==> src/rtl/reset_sequencer_if.sv <==
// Purpose: groups the sequencer's request/ack/status signals into one bundle between
//   the reset sequencer (master) and the reset domains and requester it serves (slave).
// Ports: soft_rst_req_i, stage_ack_i (into sequencer); stage_rst_no, busy_o, done_o,
//   timeout_o, fail_stage_o (out of sequencer).
interface reset_sequencer_if #(
  parameter int NumStages = 3
);
  localparam int FailW = (NumStages > 1) ? $clog2(NumStages) : 1;

  logic                 soft_rst_req_i;
  logic [NumStages-1:0] stage_ack_i;
  logic [NumStages-1:0] stage_rst_no;
  logic                 busy_o;
  logic                 done_o;
  logic                 timeout_o;
  logic [FailW-1:0]     fail_stage_o;

  modport master (
    input  soft_rst_req_i, stage_ack_i,
    output stage_rst_no, busy_o, done_o, timeout_o, fail_stage_o
  );

  modport slave (
    output soft_rst_req_i, stage_ack_i,
    input  stage_rst_no, busy_o, done_o, timeout_o, fail_stage_o
  );
endinterface

==> src/rtl/reset_sequencer.sv <==
// Purpose: releases NumStages reset domains one at a time, each after the previous acks.
// Latency: 2-flop sync + HoldCycles, then 2 cycles from each ack to the next stage release.
// Backpressure: none; a stage that never acks stalls the sequence (watchdog -> ERROR).
// Ports: clk_i, rst_ni (async active-low), bus (reset_sequencer_if.master).
// Build option: define RESET_SEQUENCER_WATCHDOG_EN to enable the ack timeout watchdog;
//   without it WAIT_ACK waits forever and timeout_o/fail_stage_o are tied low.
// The NumStages parameter must match the one the bus interface was built with.
module reset_sequencer #(
  parameter int NumStages  = 3,
  parameter int HoldCycles = 2,
  parameter int AckTimeout = 64
) (
  input  logic                clk_i,
  input  logic                rst_ni,
  reset_sequencer_if.master   bus
);

  localparam int KW     = (NumStages > 1) ? $clog2(NumStages) : 1;
  localparam int CntMax = (HoldCycles > AckTimeout) ? HoldCycles : AckTimeout;
  localparam int CW     = $clog2(CntMax + 1);

  localparam logic [KW-1:0] LastK    = KW'(NumStages - 1);
  localparam logic [CW-1:0] HoldLast = CW'(HoldCycles - 1);
`ifdef RESET_SEQUENCER_WATCHDOG_EN
  localparam logic [CW-1:0] AckLast  = CW'(AckTimeout - 1);
`endif

  typedef enum logic [2:0] {
    ST_SYNC,
    ST_HOLD,
    ST_RELEASE,
    ST_WAIT_ACK,
    ST_DONE,
    ST_ERROR
  } state_e;

  state_e               state_q, state_d;
  logic [KW-1:0]        k_q, k_d;
  logic [CW-1:0]        cnt_q, cnt_d, cnt_sat;
  logic [NumStages-1:0] rst_n_q, rst_n_d;
  logic                 busy_q, busy_d;
  logic                 done_q, done_d;
  logic                 sync_q1, sync_q2;
  logic                 soft_take;

  // Deassertion of rst_ni is asynchronous; the FSM only moves once the
  // release has propagated through both flops.
  always_ff @(posedge clk_i or negedge rst_ni) begin
    if (!rst_ni) begin
      sync_q1 <= 1'b0;
      sync_q2 <= 1'b0;
    end else begin
      sync_q1 <= 1'b1;
      sync_q2 <= sync_q1;
    end
  end

  // Counter holds at all-ones instead of wrapping.
  assign cnt_sat   = (cnt_q == {CW{1'b1}}) ? cnt_q : cnt_q + 1'b1;
  // Soft reset is ignored while still synchronising the power-on release.
  assign soft_take = (state_q != ST_SYNC) && bus.soft_rst_req_i;

  always_comb begin
    state_d = state_q;
    k_d     = k_q;
    cnt_d   = cnt_q;
    rst_n_d = rst_n_q;

    if (soft_take) begin
      // Wins over any ack or timeout seen in the same cycle.
      state_d = ST_HOLD;
      cnt_d   = '0;
      k_d     = '0;
      rst_n_d = '0;
    end else begin
      case (state_q)
        ST_SYNC: begin
          if (sync_q2) begin
            state_d = ST_HOLD;
            cnt_d   = '0;
          end
        end
        ST_HOLD: begin
          rst_n_d = '0;
          if (cnt_q >= HoldLast) begin
            state_d = ST_RELEASE;
            k_d     = '0;
            cnt_d   = '0;
          end else begin
            cnt_d = cnt_sat;
          end
        end
        ST_RELEASE: begin
          rst_n_d[k_q] = 1'b1;
          state_d      = ST_WAIT_ACK;
          cnt_d        = '0;
        end
        ST_WAIT_ACK: begin
          // Only the ack of the stage just released matters.
          if (bus.stage_ack_i[k_q]) begin
            if (k_q == LastK) begin
              state_d = ST_DONE;
            end else begin
              k_d     = k_q + 1'b1;
              state_d = ST_RELEASE;
            end
          end
`ifdef RESET_SEQUENCER_WATCHDOG_EN
          else if (cnt_q >= AckLast) begin
            state_d = ST_ERROR;
            rst_n_d = '0;
          end
`endif
          else begin
            cnt_d = cnt_sat;
          end
        end
        ST_DONE: begin
          // Sticky until a soft or hard reset; late ack drops are ignored.
        end
        ST_ERROR: begin
          rst_n_d = '0;
        end
        default: begin
          state_d = ST_SYNC;
          rst_n_d = '0;
        end
      endcase
    end
  end

  // Status flags are registered from the next state so they line up with state_q.
  assign busy_d = (state_d == ST_SYNC) || (state_d == ST_HOLD) ||
                  (state_d == ST_RELEASE) || (state_d == ST_WAIT_ACK);
  assign done_d = (state_d == ST_DONE);

  always_ff @(posedge clk_i or negedge rst_ni) begin
    if (!rst_ni) begin
      state_q <= ST_SYNC;
      k_q     <= '0;
      cnt_q   <= '0;
      rst_n_q <= '0;
      busy_q  <= 1'b1;
      done_q  <= 1'b0;
    end else begin
      state_q <= state_d;
      k_q     <= k_d;
      cnt_q   <= cnt_d;
      rst_n_q <= rst_n_d;
      busy_q  <= busy_d;
      done_q  <= done_d;
    end
  end

`ifdef RESET_SEQUENCER_WATCHDOG_EN
  logic          timeout_q;
  logic [KW-1:0] fail_q;
  logic          timeout_set;

  assign timeout_set = (state_q == ST_WAIT_ACK) && (state_d == ST_ERROR);

  always_ff @(posedge clk_i or negedge rst_ni) begin
    if (!rst_ni) begin
      timeout_q <= 1'b0;
      fail_q    <= '0;
    end else if (timeout_set) begin
      timeout_q <= 1'b1;
      fail_q    <= k_q;
    end else if (soft_take) begin
      timeout_q <= 1'b0;
    end
  end

  assign bus.timeout_o    = timeout_q;
  assign bus.fail_stage_o = fail_q;
`else
  assign bus.timeout_o    = 1'b0;
  assign bus.fail_stage_o = '0;
`endif

  assign bus.stage_rst_no = rst_n_q;
  assign bus.busy_o       = busy_q;
  assign bus.done_o       = done_q;

endmodule

==> src/flat_wrapper.sv <==
// flat-port wrapper written by rule: the top's interface ports become plain ports
module reset_sequencer_flat 
#(
  parameter int NumStages  = 3,
  parameter int HoldCycles = 2,
  parameter int AckTimeout = 64
)
  (clk_i, rst_ni, bus_soft_rst_req_i, bus_stage_ack_i, bus_stage_rst_no, bus_busy_o, bus_done_o, bus_timeout_o, bus_fail_stage_o);
  reset_sequencer_if #(.NumStages(NumStages)) bus_i ();
  input  logic clk_i;
  input  logic rst_ni;
  input wire logic [$bits(bus_i.soft_rst_req_i)-1:0] bus_soft_rst_req_i;
  input wire logic [$bits(bus_i.stage_ack_i)-1:0] bus_stage_ack_i;
  output wire logic [$bits(bus_i.stage_rst_no)-1:0] bus_stage_rst_no;
  output wire logic [$bits(bus_i.busy_o)-1:0] bus_busy_o;
  output wire logic [$bits(bus_i.done_o)-1:0] bus_done_o;
  output wire logic [$bits(bus_i.timeout_o)-1:0] bus_timeout_o;
  output wire logic [$bits(bus_i.fail_stage_o)-1:0] bus_fail_stage_o;
  assign bus_i.soft_rst_req_i = bus_soft_rst_req_i;
  assign bus_i.stage_ack_i = bus_stage_ack_i;
  assign bus_stage_rst_no = bus_i.stage_rst_no;
  assign bus_busy_o = bus_i.busy_o;
  assign bus_done_o = bus_i.done_o;
  assign bus_timeout_o = bus_i.timeout_o;
  assign bus_fail_stage_o = bus_i.fail_stage_o;
  reset_sequencer #(.NumStages(NumStages), .HoldCycles(HoldCycles), .AckTimeout(AckTimeout)) u_core (.clk_i(clk_i), .rst_ni(rst_ni), .bus(bus_i));
endmodule
==> config.mk <==
export PLATFORM = sky130hd
export DESIGN_NAME = reset_sequencer_flat
export DESIGN_NICKNAME = d
export VERILOG_FILES = /design/src/rtl/reset_sequencer_if.sv /design/src/rtl/reset_sequencer.sv /design/src/flat_wrapper.sv
export SDC_FILE = /design/constraint.sdc
export NUM_CORES = 1
export LEC_CHECK = 0
export ABC_AREA = 1
export CORE_MARGIN = 2
export CORE_UTILIZATION = 40
export DETAILED_ROUTE_END_ITERATION = 6
export GPL_TIMING_DRIVEN = 0
export SLEW_MARGIN = 40
export SYNTH_ARGS = -nofsm -noshare
export SYNTH_HDL_FRONTEND = slang
export SYNTH_SLANG_ARGS = --single-unit
==> constraint.sdc <==
create_clock -name clk_i -period 1.5 [get_ports clk_i]
set_clock_uncertainty 0.05 [all_clocks]
set_input_delay 0.225 -clock clk_i [delete_from_list [all_inputs] [get_ports clk_i]]
set_output_delay 0.225 -clock clk_i [all_outputs]
set_load 0.05 [all_outputs]
==> metrics.txt <==
# TYPE chip_impl_metric gauge
chip_impl_metric{name="yosys_warnings",unit=""} 0
chip_impl_metric{name="fp.dieH",unit="µm"} 58.6
chip_impl_metric{name="grt_pass1_vias",unit=""} 1063
chip_impl_metric{name="synth_seq_cells",unit=""} 19
chip_impl_metric{name="met3_length",unit="µm"} 120
chip_impl_metric{name="placement.io_buffers",unit=""} 10
chip_impl_metric{name="die-area",unit="µm²"} 3430
chip_impl_metric{name="placedInstanceArea",unit="µm²"} 1330
chip_impl_metric{name="core_region_area",unit="µm²"} 2780
chip_impl_info{name="reg2reg_from",value="u_core.cnt_q[1]$_DFFE_PN0P_"} 1
chip_impl_metric{name="layout_worst_path_cycle_share",unit=""} 0.981
chip_impl_metric{name="yosysUniqueCellTypes",unit=""} 26
chip_impl_metric{name="grt.overflow.total",unit=""} 0
chip_impl_info{name="cp-startpoint",value="u_core.cnt_q[1]$_DFFE_PN0P_"} 1
chip_impl_metric{name="min_period",unit="ns"} 1.47
chip_impl_info{name="result_of_the_run",value="completed"} 1
chip_impl_info{name="timing.critical_path.from_type",value="register"} 1
chip_impl_metric{name="powerDensity",unit="nW/µm²"} 1520
chip_impl_metric{name="chipWidth",unit="µm"} 58.6
chip_impl_info{name="crit_type",value="register to register"} 1
chip_impl_metric{name="syn_to_final_growth",unit="%"} 38.0
chip_impl_metric{name="fp-row-count",unit=""} 19
chip_impl_metric{name="number_of_antenna_violations_at_the_first_check_in_global_routing",unit=""} 0
chip_impl_metric{name="max_cap_viol_count",unit=""} 0
chip_impl_metric{name="finalSetupViolCount",unit=""} 0
chip_impl_metric{name="place.gp.congestion",unit=""} 0.820
chip_impl_metric{name="fmaxAchievable",unit="MHz"} 680
chip_impl_metric{name="hpwl",unit="mm"} 1.82
chip_impl_metric{name="wl_met2",unit="mm"} 1.44
chip_impl_metric{name="crit_fanout",unit=""} 4
chip_impl_metric{name="post-route-util",unit=""} 0.591
chip_impl_metric{name="finish.instance_area",unit="µm²"} 1640
chip_impl_metric{name="numPlacedInstances",unit=""} 203
chip_impl_metric{name="worst_skew_pair.late_latency",unit="ns"} 0.30
chip_impl_metric{name="nNetsFinal",unit=""} 205
chip_impl_info{name="routed.top_layer",value="met4"} 1
chip_impl_metric{name="cts_max_path_buffers",unit=""} 2
chip_impl_metric{name="crit_required",unit="ns"} 1.70
chip_impl_metric{name="grt_util_all_layers",unit=""} 0.168
chip_impl_metric{name="num_io_pins",unit=""} 14
chip_impl_info{name="worst_setup_path_end_kind",value="register"} 1
chip_impl_metric{name="antenna_left",unit=""} 0
chip_impl_metric{name="routed-via-count",unit=""} 1149
chip_impl_info{name="cts_tree",value="yes"} 1
chip_impl_info{name="hold_path.class",value="input port to asynchronous set/reset pin"} 1
chip_impl_metric{name="numCtsBuffers",unit=""} 3
chip_impl_metric{name="first_iter_violations",unit=""} 57
chip_impl_metric{name="arrival",unit="ns"} 1.67
chip_impl_metric{name="layout-drive-gt1-share",unit=""} 0.378
chip_impl_metric{name="power.ir.vdd_worst",unit="mV"} 1.18
chip_impl_metric{name="synth_area_per_cell",unit="µm²"} 7.44
chip_impl_metric{name="critical_path.max_stage_delay",unit="ns"} 0.44
chip_impl_metric{name="detailedRoute.firstPassIterationCount",unit=""} 4
chip_impl_info{name="cp_cell_sequence",value="inv_2 -> buf_4 -> buf_4 -> buf_4 -> buf_4 -> buf_4 -> buf_4 -> nand2_2 -> nand2_1 -> inv_1"} 1
chip_impl_metric{name="clk_pin_slew_worst_paths",unit="ns"} 0.12
chip_impl_metric{name="grt_max_degree",unit=""} 20
chip_impl_metric{name="antenna-diode-count",unit=""} 0
chip_impl_metric{name="timing_max_transition_violations_final",unit=""} 0
chip_impl_info{name="ctsRootBufferMaster",value="sky130_fd_sc_hd__clkbuf_4"} 1
chip_impl_metric{name="seq_area_frac_synth",unit=""} 0.400
chip_impl_metric{name="finalHoldViolations",unit=""} 0
chip_impl_metric{name="final.fill_count",unit=""} 241
chip_impl_metric{name="totalWireLength",unit="mm"} 2.92
chip_impl_info{name="critical-path-top-cell-by-count",value="sky130_fd_sc_hd__buf_4"} 1
chip_impl_metric{name="post_synth_inst_count",unit=""} 160
chip_impl_metric{name="wirelength_met1",unit="mm"} 1.31
chip_impl_metric{name="finalNonFillerCells",unit=""} 224
chip_impl_metric{name="post_drt_via_cell_ratio",unit=""} 5.13
chip_impl_metric{name="htreeDepth",unit=""} 1
chip_impl_metric{name="initial_util",unit=""} 0.428
chip_impl_metric{name="wirelength_per_cell",unit="µm"} 13.0
chip_impl_metric{name="global_route_wire_length_before_repair",unit="mm"} 4.48
chip_impl_metric{name="cts_num_sinks",unit=""} 19
chip_impl_metric{name="drc",unit=""} 0
chip_impl_metric{name="total_leakage_power",unit="nW"} 0.840
chip_impl_info{name="critical-path-slowest-cell",value="sky130_fd_sc_hd__dfrtp_2"} 1
chip_impl_metric{name="synthesized_area",unit="µm²"} 1190
chip_impl_info{name="unrepaired_setup_endpoints_after_global_routing",value="true"} 1
==> cell families (layout without fill, tap and decap cells) <==
logic type,Yosys count,in the layout,share of synthesized area
AO/OA/AOI/OAI,16,16,0.0756
AND/OR/NAND/NOR,89,90,0.345
other,2,4,0.00630
adder cells (fa/ha/maj),5,5,0.0525
buffers and inverters,26,56,0.0987
XOR/XNOR,3,3,0.0221
flip-flops,19,19,0.400
==> stage by stage <==
step	hold WS, ns	worst slack (ns)	total power, mW	setup TNS, ns
2_1_floorplan	-0.121	0.125	1.43	0
3_3_place_gp	0.286	-0.108	1.63	-0.451
3_5_place_dp	0.145	-0.112	1.65	-0.566
4_1_cts	0.321	-0.00545	2.05	-0.00613
5_1_grt	0.326	-0.0477	2.66	-0.274
6_report	0.317	0.0285	2.50	0
==> cell usage in the layout (no fill, tap or decap), types with 3 or more instances in the layout <==
master,synthesis,layout
sky130_fd_sc_hd__nand3_1,20,16
sky130_fd_sc_hd__conb_1,2,4
sky130_fd_sc_hd__inv_2,7,7
sky130_fd_sc_hd__nand2_2,4,6
sky130_fd_sc_hd__buf_4,3,19
sky130_fd_sc_hd__nand2_1,37,30
sky130_fd_sc_hd__nor2_4,1,3
sky130_fd_sc_hd__nand3_2,1,4
sky130_fd_sc_hd__nand4_1,4,4
sky130_fd_sc_hd__a21oi_2,0,3
sky130_fd_sc_hd__nor2_1,18,14
sky130_fd_sc_hd__inv_1,14,13
sky130_fd_sc_hd__clkdlybuf4s50_1,0,4
sky130_fd_sc_hd__o21ai_1,7,6
sky130_fd_sc_hd__clkbuf_4,0,3
sky130_fd_sc_hd__ha_1,5,3
sky130_fd_sc_hd__nand2_4,1,7
sky130_fd_sc_hd__nor2_2,1,3
sky130_fd_sc_hd__dfrtp_1,18,13
sky130_fd_sc_hd__dfrtp_2,0,5
==> power by group <==
part	total [mW]	switching [mW]	internal, mW
Combinational	1.52	0.889	0.628
Sequential	0.715	0.119	0.596
Clock	0.271	0.167	0.104
Total	2.50	1.17	1.33
==> state kept, by name, summed over array words and instances (netlist names) <==
name                     cells
u_core.cnt_q                 7
u_core.sync_q2               1
u_core.state_q               3
u_core.bus.stage_rst_no      3
u_core.sync_q1               1
u_core.k_q                   2
u_core.bus.done_o            1
u_core.bus.busy_o            1
==> cells in the mapped netlist <==
| cell type | n | area (µm²) |
|---|---|---|
| sky130_fd_sc_hd__nand2_4 | 1 | 11.3 |
| sky130_fd_sc_hd__nand2_2 | 4 | 25.0 |
| sky130_fd_sc_hd__xor2_1 | 1 | 8.76 |
| sky130_fd_sc_hd__nor2_2 | 1 | 6.26 |
| sky130_fd_sc_hd__buf_2 | 1 | 5.00 |
| sky130_fd_sc_hd__buf_6 | 1 | 11.3 |
| sky130_fd_sc_hd__o21bai_1 | 1 | 7.51 |
| sky130_fd_sc_hd__dfrtp_1 | 18 | 450 |
| sky130_fd_sc_hd__buf_4 | 3 | 22.5 |
| sky130_fd_sc_hd__dfstp_2 | 1 | 26.3 |
| sky130_fd_sc_hd__nand4_1 | 4 | 25.0 |
| sky130_fd_sc_hd__nand3b_1 | 2 | 15.0 |
| sky130_fd_sc_hd__nand2_1 | 37 | 139 |
| sky130_fd_sc_hd__o21ai_2 | 2 | 17.5 |
| sky130_fd_sc_hd__nor2_4 | 1 | 11.3 |
| sky130_fd_sc_hd__ha_1 | 5 | 62.6 |
| sky130_fd_sc_hd__conb_1 | 2 | 7.51 |
| sky130_fd_sc_hd__inv_2 | 7 | 26.3 |
| sky130_fd_sc_hd__nor2_1 | 18 | 67.6 |
| sky130_fd_sc_hd__a21oi_1 | 4 | 20.0 |
| sky130_fd_sc_hd__inv_1 | 14 | 52.6 |
| sky130_fd_sc_hd__o21ai_0 | 2 | 10.0 |
| sky130_fd_sc_hd__nand3_1 | 20 | 100 |
| sky130_fd_sc_hd__xnor2_1 | 2 | 17.5 |
| sky130_fd_sc_hd__nand3_2 | 1 | 10.0 |
| sky130_fd_sc_hd__o21ai_1 | 7 | 35.0 |
==> area by class of cell <==
type / count / area [µm²] / area share
plain buffers: 5 / 41.3 / 0.0251
clock buffers: 4 / 26.3 / 0.0160
inverters: 21 / 83.8 / 0.0510
multi-input cells: 118 / 758 / 0.461
flip-flops and latches: 19 / 483 / 0.294
well taps: 31 / 38.8 / 0.0236
repair buffers: 26 / 213 / 0.129
==> routing by layer <==
layer / up-vias / global-route usage
met5: - / 0
met4: 0 / 0.0617
met3: 6 / 0.0264
met2: 23 / 0.270
met1: 553 / 0.229
li1: 567 / -
==> repair_timing <==
item                                    in CTS  in global routing
pin swaps                                    6                 14
endpoints found under the setup margin      12                 17
gates cloned                                 0                  1
hold buffers                                 1                  0
resized for setup                           10                 45
hold endpoints to repair                    18                  0
setup buffers                                9                  6
==> worst max-delay path, delay by kind of cell, from the launching register on <==
| kind | cells | cell delay (ns) |
|---|---|---|
| flip-flops | 1 | 0.44 |
| AND/OR/NAND/NOR | 2 | 0.08 |
| buffers and inverters | 8 | 0.85 |
==> final timing paths <==
path	end	slack [ns]	cells past startpoint
setup reg to reg	u_core.cnt_q[1]$_DFFE_PN0P_	0.03	10
max in group asynchronous	u_core.bus.busy_o$_DFF_PN1_	0.74	2
hold reg to reg	u_core.sync_q2$_DFF_PN0_	0.32	0
setup / recovery	u_core.cnt_q[1]$_DFFE_PN0P_	0.03	10
min in group clk_i	u_core.sync_q2$_DFF_PN0_	0.32	0
hold / removal	u_core.cnt_q[3]$_DFFE_PN0P_	0.32	2
Power figures use the tool's default switching activity.
